--- config.mk ---
export PLATFORM = sky130hd
export DESIGN_NAME = spi_write_master
export DESIGN_NICKNAME = d
export VERILOG_FILES = /design/src/rtl/spi_pkg.sv /design/src/rtl/spi_phase_timer.sv /design/src/rtl/spi_write_master.sv
export SDC_FILE = /design/constraint.sdc
export NUM_CORES = 1
export LEC_CHECK = 0
export CAP_MARGIN = 20
export CORE_ASPECT_RATIO = 1.5
export CORE_MARGIN = 2
export CORE_UTILIZATION = 45
export DETAILED_ROUTE_END_ITERATION = 10
export HOLD_SLACK_MARGIN = 0.02
export PLACE_DENSITY = 0.67
export SETUP_SLACK_MARGIN = 0.15
export SLEW_MARGIN = 20
export SYNTH_ARGS = -nofsm -noshare
export SYNTH_HDL_FRONTEND = slang
export SYNTH_SLANG_ARGS = --single-unit
--- constraint.sdc ---
create_clock -name clk -period 4.35 [get_ports clk]
set_clock_uncertainty 0.05 [all_clocks]
set_input_delay 1.305 -clock clk [delete_from_list [all_inputs] [get_ports clk]]
set_output_delay 1.305 -clock clk [all_outputs]
set_load 0.01 [all_outputs]
--- src/rtl/spi_pkg.sv ---
// rtl/spi_pkg.sv - shared types and constants for the SPI write master
package spi_pkg;

    localparam int SPI_MAX_BITS = 24;
    localparam int SPI_DEPTH_W  = 8;

    typedef enum logic [2:0] {
        ST_IDLE,
        ST_SETUP,
        ST_HIGH,
        ST_LOW,
        ST_HOLD,
        ST_LATCH
    } spi_state_t;

endpackage

--- src/rtl/spi_phase_timer.sv ---
// rtl/spi_phase_timer.sv - CLK_DIV-cycle phase down-counter with reload and end tick
module spi_phase_timer #(
    parameter int CLK_DIV = 4
) (
    input  logic clk,
    input  logic rst_n,
    input  logic reload,
    output logic phase_end
);

    localparam int CNT_W = $clog2(CLK_DIV + 1);
    localparam logic [CNT_W-1:0] LOAD = CNT_W'(CLK_DIV - 1);

    logic [CNT_W-1:0] cnt;

    always_ff @(posedge clk) begin
        if (!rst_n || reload) begin
            cnt <= LOAD;
        end else if (cnt != '0) begin
            cnt <= cnt - CNT_W'(1);
        end
    end

    assign phase_end = (cnt == '0);

endmodule

--- src/rtl/spi_write_master.sv ---
// rtl/spi_write_master.sv - mode-0 SPI master: one right-aligned word MSB-first, then CS release and LE pulse
module spi_write_master
    import spi_pkg::*;
#(
    parameter int CLK_DIV = 4,
    parameter int DATA_W  = SPI_MAX_BITS
) (
    input  logic                   clk,
    input  logic                   rst_n,
    input  logic                   start,
    input  logic                   dir,
    input  logic [DATA_W-1:0]      data_tx,
    input  logic [SPI_DEPTH_W-1:0] data_depth,
    output logic                   ready,
    output logic                   done,
    output logic [DATA_W-1:0]      rx_data,
    output logic                   sclk,
    output logic                   mosi,
    input  logic                   miso,
    output logic                   cs_n,
    output logic                   le
);

    localparam logic [SPI_DEPTH_W-1:0] DW = SPI_DEPTH_W'(DATA_W);

    spi_state_t             state;
    logic [DATA_W-1:0]      tx_sr;
    logic [DATA_W-1:0]      rx_sr;
    logic [4:0]             bit_cnt;
    logic                   dir_q;
    logic                   hi_first;
    logic                   phase_end;
    logic                   reload;
    logic                   accept;
    logic [SPI_DEPTH_W-1:0] eff_n;
    logic [DATA_W-1:0]      tx_aligned;

    // Word is left-justified at accept so MOSI always comes from the top bit.
    always_comb begin
        eff_n      = (data_depth > DW) ? DW : data_depth;
        tx_aligned = data_tx << (DW - eff_n);
    end

    assign accept = (state == ST_IDLE) && ready && start && (data_depth != '0);
    assign reload = (state == ST_IDLE) || phase_end;

    spi_phase_timer #(.CLK_DIV(CLK_DIV)) u_timer (
        .clk       (clk),
        .rst_n     (rst_n),
        .reload    (reload),
        .phase_end (phase_end)
    );

    always_ff @(posedge clk) begin
        if (!rst_n) begin
            state    <= ST_IDLE;
            ready    <= 1'b0;
            done     <= 1'b0;
            rx_data  <= '0;
            sclk     <= 1'b0;
            mosi     <= 1'b0;
            cs_n     <= 1'b1;
            le       <= 1'b0;
            tx_sr    <= '0;
            rx_sr    <= '0;
            bit_cnt  <= '0;
            dir_q    <= 1'b0;
            hi_first <= 1'b0;
        end else begin
            done <= 1'b0;
            if (state == ST_HIGH && hi_first) begin
                rx_sr    <= {rx_sr[DATA_W-2:0], miso};
                hi_first <= 1'b0;
            end
            case (state)
                ST_IDLE: begin
                    ready <= 1'b1;
                    if (accept) begin
                        state   <= ST_SETUP;
                        ready   <= 1'b0;
                        cs_n    <= 1'b0;
                        sclk    <= 1'b0;
                        mosi    <= tx_aligned[DATA_W-1];
                        tx_sr   <= tx_aligned;
                        rx_sr   <= '0;
                        bit_cnt <= 5'(eff_n - 1'b1);
                        dir_q   <= dir;
                    end
                end
                ST_SETUP: if (phase_end) begin
                    state    <= ST_HIGH;
                    sclk     <= 1'b1;
                    hi_first <= 1'b1;
                end
                // Next bit goes out on the falling edge so it is settled a full phase before the rise.
                ST_HIGH: if (phase_end) begin
                    state <= ST_LOW;
                    sclk  <= 1'b0;
                    if (bit_cnt != '0) begin
                        tx_sr <= tx_sr << 1;
                        mosi  <= tx_sr[DATA_W-2];
                    end
                end
                ST_LOW: if (phase_end) begin
                    if (bit_cnt != '0) begin
                        bit_cnt  <= bit_cnt - 5'd1;
                        state    <= ST_HIGH;
                        sclk     <= 1'b1;
                        hi_first <= 1'b1;
                    end else begin
                        state <= ST_HOLD;
                        mosi  <= 1'b0;
                    end
                end
                ST_HOLD: if (phase_end) begin
                    state <= ST_LATCH;
                    cs_n  <= 1'b1;
                    le    <= 1'b1;
                end
                ST_LATCH: if (phase_end) begin
                    state <= ST_IDLE;
                    le    <= 1'b0;
                    done  <= 1'b1;
                    ready <= 1'b1;
                    if (dir_q) rx_data <= rx_sr;
                end
                default: state <= ST_IDLE;
            endcase
        end
    end

endmodule

==> impl_metrics.tcl, run 1 <==
set metrics [dict create \
    ys_seq_elements 90 \
    pwr_density_cell_mw_per_mm2 322.3 \
    post_cts.repair.setup_buffers 0 \
    cp_data_arrival_time_ns 4.12 \
    dr.pass1.iters 5 \
    p_leak_nw 2.465 \
    tritoncts "done" \
    clockBufferDepth 2 \
    async_flop_share_pct 0 \
    max_freq_ghz 0.2536 \
    setup_viol 0 \
    yosys_warnings 0 \
    syn-cell-area_mm2 0.005359 \
    mostFrequentLayoutCells "134 x nand2_1, 90 x dfxtp_1, 84 x a21oi_1" \
    synth_cell_types 76 \
    synth_area_leaders "dfxtp_1 34%, nand2_1 9.4%, a21oi_1 7.8%" \
    antenna_found_initial 0 \
    grt.total_usage_pct 25.47 \
    antenna_cells 0 \
    outcome "finished clean" \
    overflow 0 \
    synth_flop_cell "dfxtp_1" \
    critical_path.cell_chain "clkdlybuf4s50_1 > a2111o_1 > nor2_8 > buf_4 > mux4_2 > a211oi_1 > o221ai_1 > o221a_1" \
    worst_slew_pin_slew_ns 0.8257 \
    report.final.slew_viol_count 0 \
    critPathKind "primary input to register" \
    r2r-end "rx_sr[11]" \
    ir_worst_vdd_uv 218.9 \
    gp_congestion 0.9878 \
    vias 5446 \
    synth_edf_count 0 \
    die_w_um 93.10 \
    io_buffers 66 \
    seq_area_mm2 0.001802 \
    min-delay-start "u_timer.cnt[0]" \
    r2r_cells 5 \
    drive_gt1_share_pct 14.15 \
    totalPowerFinal_mw 2.174 \
    setup_tns_ns 0 \
    relSlewSlack_pct 44.95 \
    drt-vias-per-instance 6.011 \
    core_mm2 0.01159 \
    routed_wl_um 15950 \
    synth_top_area_share_pct 33.62 \
    cap_viol_max_count 0 \
    worstReg2RegStart "state[2]" \
    cts_num_sinks 90 \
    insertion_delay_ns 0.34 \
    yosysTopAreaCell "dfxtp_1" \
    dpl.hpwl_um 12320 \
    pin_count 67 \
    grt_pass1_vias 5289 \
    syn_area_per_cell_um2 7.975 \
    fin_crit_ns 3.944 \
    crit_slowest_cell "mux4_2" \
    cts.clk_slew.worst_paths_ns 0.07 \
    hold_depth 1 \
    cp-end-kind "register" \
    grt_max_degree 30 \
    die_h_um 137.7 \
    finalCritPeriodShare_pct 90.67 \
    nets 792 \
    ctsHoldBuffers 0 \
    drtAntennaViolNets 0 \
    area_growth_syn_to_layout_pct 25.89 \
    fillerInstances 1057 \
    finalHoldViolCount 0 \
    grt_first_pass_wirelength_um 25920 \
    drc 0 \
    utilization_pct 58.20 \
    reg2reg_slack_ns 1.51 \
    rsz0062_at_grt "false" \
    syn_inst 672 \
    cts_buffers 9 \
    drt_iter0_markers 363 \
    max_stage_delay_ns 0.60 \
    multi_input_area_mm2 0.003266 \
    routedWlPerCell_um 17.60 \
    seq_area_frac_synth_pct 33.62 \
    start_kind "primary input" \
    min_to "u_timer.cnt[0]" \
    synthesis.nets 713 \
    dieArea_mm2 0.01282 \
    min-delay-path-class "register to register" \
    cp_max_fo 16 \
    critPathRequiredTime_ns 4.53 \
    std_cell_rows 48 \
    initial_core_util_pct 46.23 \
    cts-root-buf "clkbuf_16" \
    htree_levels 3 \
    final_common_cell "nand2_1" \
]
-- per-stage QoR --
stage	worst slack (ns)	hold slack [ns]	area, um^2	std cells
3_5_place_dp	-0.01148	0.3315	6384	890
2_1_floorplan	0.2050	0.3079	5359	672
5_1_grt	0.2363	0.3622	6746	906
4_1_cts	0.3352	0.3475	6733	906
3_3_place_gp	-0.008689	0.3148	6384	890
6_report	0.4060	0.3439	6746	906
-- flip-flops by register name (all words and copies together) (netlist names) --
signal / flops
rx_data: 24
rx_sr: 24
tx_sr: 23
bit_cnt: 5
state: 3
u_timer.cnt: 3
cs_n: 1
dir_q: 1
done: 1
hi_first: 1
le: 1
mosi: 1
ready: 1
sclk: 1
-- area by class of cell --
| type | count | area share [%] |
|---|---|---|
| sequential | 90 | 26.71 |
| inverter | 13 | 0.7233 |
| multi-input combinational | 515 | 48.41 |
| clock inverter | 7 | 1.836 |
| tap | 150 | 2.782 |
| timing repair buffer | 122 | 16.21 |
| clock buffer | 9 | 3.338 |
-- power by group --
part | internal [mW] | switching [mW] | total, mW
Combinational | 0.179 | 0.211 | 0.390
Sequential | 0.853 | 0.0202 | 0.873
Clock | 0.568 | 0.344 | 0.911
-- metal layers --
layer	routed length [um]	share of wire [%]	track usage [%]
met3	647	4.1	3.392
met1	6267	39	27.48
met4	707	4.4	13.73
met2	8326	52	47.58
met5	0	0	0
-- synthesized netlist by cell type, drive strengths merged, types with 8 or more instances --
master	count
a21oi	84
a221oi	10
and3	13
buf	13
clkbuf	41
dfxtp	90
inv	12
mux2i	8
mux4	15
nand2	135
nand3	24
nor2	33
nor3	16
o211ai	12
o21ai	35
o221ai	8
or3	9
-- logic make-up after synthesis --
kind of cell / synth area share [%]
flip-flops: 33.62
AND/OR/NAND/NOR: 23.63
adder cells (fa/ha/maj): 0.9340
XOR/XNOR: 0.3269
AO/OA/AOI/OAI: 27.64
buffers and inverters: 5.697
multiplexers: 8.149
-- worst max-delay path, delay by kind of cell --
family / cells / cell delay (ns)
AO/OA/AOI/OAI: 4 / 1.39
AND/OR/NAND/NOR: 1 / 0.11
buffers and inverters: 2 / 0.70
multiplexers: 1 / 0.60
-- how the worst max path moves through the flow --
stage / from / endpoint / cells past startpoint
after floorplan: data_depth[4] / mosi / 11
after global placement: data_depth[4] / mosi / 11
after detailed placement: data_depth[4] / tx_sr[21] / 11
after CTS: data_depth[4] / tx_sr[21] / 11
after global routing: data_depth[3] / tx_sr[18] / 14
final: data_depth[4] / mosi / 8
-- timing repair --
item / CTS / global route
setup endpoints to repair: 0 / 3
resized for setup: 0 / 4
hold endpoints to repair: 0 / 0
No activity file was read; power rests on OpenSTA's default activity.
==> run 2: changes to the inputs <==
--- a/config.mk
+++ b/config.mk
@@ -13,6 +13,7 @@
 export HOLD_SLACK_MARGIN = 0.02
 export PLACE_DENSITY = 0.67
 export SETUP_SLACK_MARGIN = 0.15
+export SKIP_LAST_GASP = 1
 export SLEW_MARGIN = 20
 export SYNTH_ARGS = -nofsm -noshare
 export SYNTH_HDL_FRONTEND = slang
==> results of run 2 <==
Same layout as run 1: the final DEF is identical, and so are final timing and power.
==> run 3: changes to the inputs <==
--- a/config.mk
+++ b/config.mk
@@ -10,8 +10,8 @@
 export CORE_MARGIN = 2
 export CORE_UTILIZATION = 45
 export DETAILED_ROUTE_END_ITERATION = 10
+export DONT_BUFFER_PORTS = 1
 export HOLD_SLACK_MARGIN = 0.02
-export PLACE_DENSITY = 0.67
 export SETUP_SLACK_MARGIN = 0.15
 export SKIP_LAST_GASP = 1
 export SLEW_MARGIN = 20
==> run 3 against run 2 <==
Compared with the run above:
- sequential share of layout area increased by 4.5 points
- hold slack got worse by 0.0048 ns
- sequential power about the same
- global-route usage decreased by 0.62 points
- setup slack improved by 0.27 ns
- critical path type unchanged
==> impl_metrics.tcl, run 3 (synthesis gave the netlist of run 1 again) <==
set metrics [dict create \
    antenna_cells 0 \
    min-delay-path-class "register to register" \
    antenna_found_initial 0 \
    rsz0062_at_grt "false" \
    routedWlPerCell_um 19.39 \
    critPathRequiredTime_ns 4.52 \
    start_kind "primary input" \
    clockBufferDepth 2 \
    gp_congestion 1.006 \
    design_area_mm2 0.005772 \
    std_cell_rows 48 \
    utilization_pct 49.79 \
    area_growth_syn_to_layout_pct 7.705 \
    multi_input_area_mm2 0.003252 \
    htree_levels 3 \
    fin_crit_ns 3.678 \
    setup_viol 0 \
    vias 5032 \
    place_area_mm2 0.005470 \
    post_cts.repair.setup_buffers 0 \
    die_w_um 93.10 \
    mostFrequentLayoutCells "134 x nand2_1, 90 x dfxtp_1, 84 x a21oi_1" \
    p_leak_nw 2.039 \
    pwr_density_cell_mw_per_mm2 340.6 \
    cts.clk_slew.worst_paths_ns 0.07 \
    dp_cells 792 \
    report.final.slew_viol_count 0 \
    finalCritPeriodShare_pct 84.55 \
    outcome "finished clean" \
    setup_ws_ns 0.6721 \
    r2r_cells 5 \
    insertion_delay_ns 0.35 \
    relSlewSlack_pct 44.69 \
    grt.total_usage_pct 24.84 \
    initial_core_util_pct 46.23 \
    overflow 0 \
    hold_depth 1 \
    fillerInstances 1132 \
    critPathKind "primary input to register" \
    worst_slew_pin_slew_ns 0.8297 \
    max_freq_ghz 0.2719 \
    ctsHoldBuffers 0 \
    io_buffers 0 \
    grt_pass1_vias 4864 \
    cts_buffers 9 \
    routed_wl_um 15670 \
    pin_count 67 \
    final_cell_count_no_fill 808 \
    drtAntennaViolNets 0 \
    die_h_um 137.7 \
    cts-root-buf "clkbuf_16" \
    nets 694 \
    post_cts_resize_count 0 \
    seq_area_mm2 0.001802 \
    drt_iter0_markers 363 \
    cts_num_sinks 90 \
    grt_first_pass_wirelength_um 24900 \
    ir_worst_vdd_uv 142.4 \
    holdWs_ns 0.3391 \
    drt-vias-per-instance 6.228 \
    dpl.hpwl_um 12140 \
    core_mm2 0.01159 \
    cp-end-kind "register" \
    final_common_cell "nand2_1" \
    pre_cts_ws_ns 0.2693 \
    drc 0 \
    cp_data_arrival_time_ns 3.85 \
    setup_tns_ns 0 \
    largestRegisters "rx_data x24, rx_sr x24, tx_sr x23" \
    tritoncts "done" \
    grt_max_degree 32 \
    dieArea_mm2 0.01282 \
    drive_gt1_share_pct 10.94 \
    cp_max_fo 13 \
    dr.pass1.iters 5 \
    cap_viol_max_count 0 \
    finalHoldViolCount 0 \
    totalPowerFinal_mw 1.966 \
]
## run 3: final cells by class
cell class              instances  share of cell area (%)
inverters                      13                  0.8454
clock inverters                 6                   1.084
well taps                     150                   3.252
clock buffers                  10                   4.140
repair buffers                 24                   3.122
multi-input cells             515                   56.34
flip-flops and latches         90                   31.22
## run 3: critical path, stage by stage
cell and delay [ns]:
a2111o_1 0.48, nor2_8 0.11, inv_1 0.08, ha_1 0.26
buf_4 0.21, o221a_2 0.25, or4_1 0.43, a31oi_1 0.45
nand2b_1 0.18, a311oi_2 0.08
## run 3: per-layer routing
metal	routed length, um	vias up	GRT usage (%)
met2	8208	185	46.22
met4	722	0	13.15
met1	6089	2365	27.23
met5	0	-	0
li1	-	2443	-
met3	647	39	3.063
## run 3: worst paths after layout
| path | from | end | slack, ns |
|---|---|---|---|
| worst min register to register | u_timer.cnt[0] | u_timer.cnt[0] | 0.34 |
| worst max register to register | state[2] | rx_sr[3] | 1.48 |
| worst max-delay path | data_depth[4] | tx_sr[21] | 0.67 |
| worst min-delay path | u_timer.cnt[0] | u_timer.cnt[0] | 0.34 |
## run 3: power breakdown
part / switching, mW / leakage [nW] / internal (mW)
clock network: 0.327 / 0.153 / 0.462
logic: 0.181 / 1.16 / 0.120
registers: 0.0228 / 0.729 / 0.853
total: 0.531 / 2.04 / 1.44
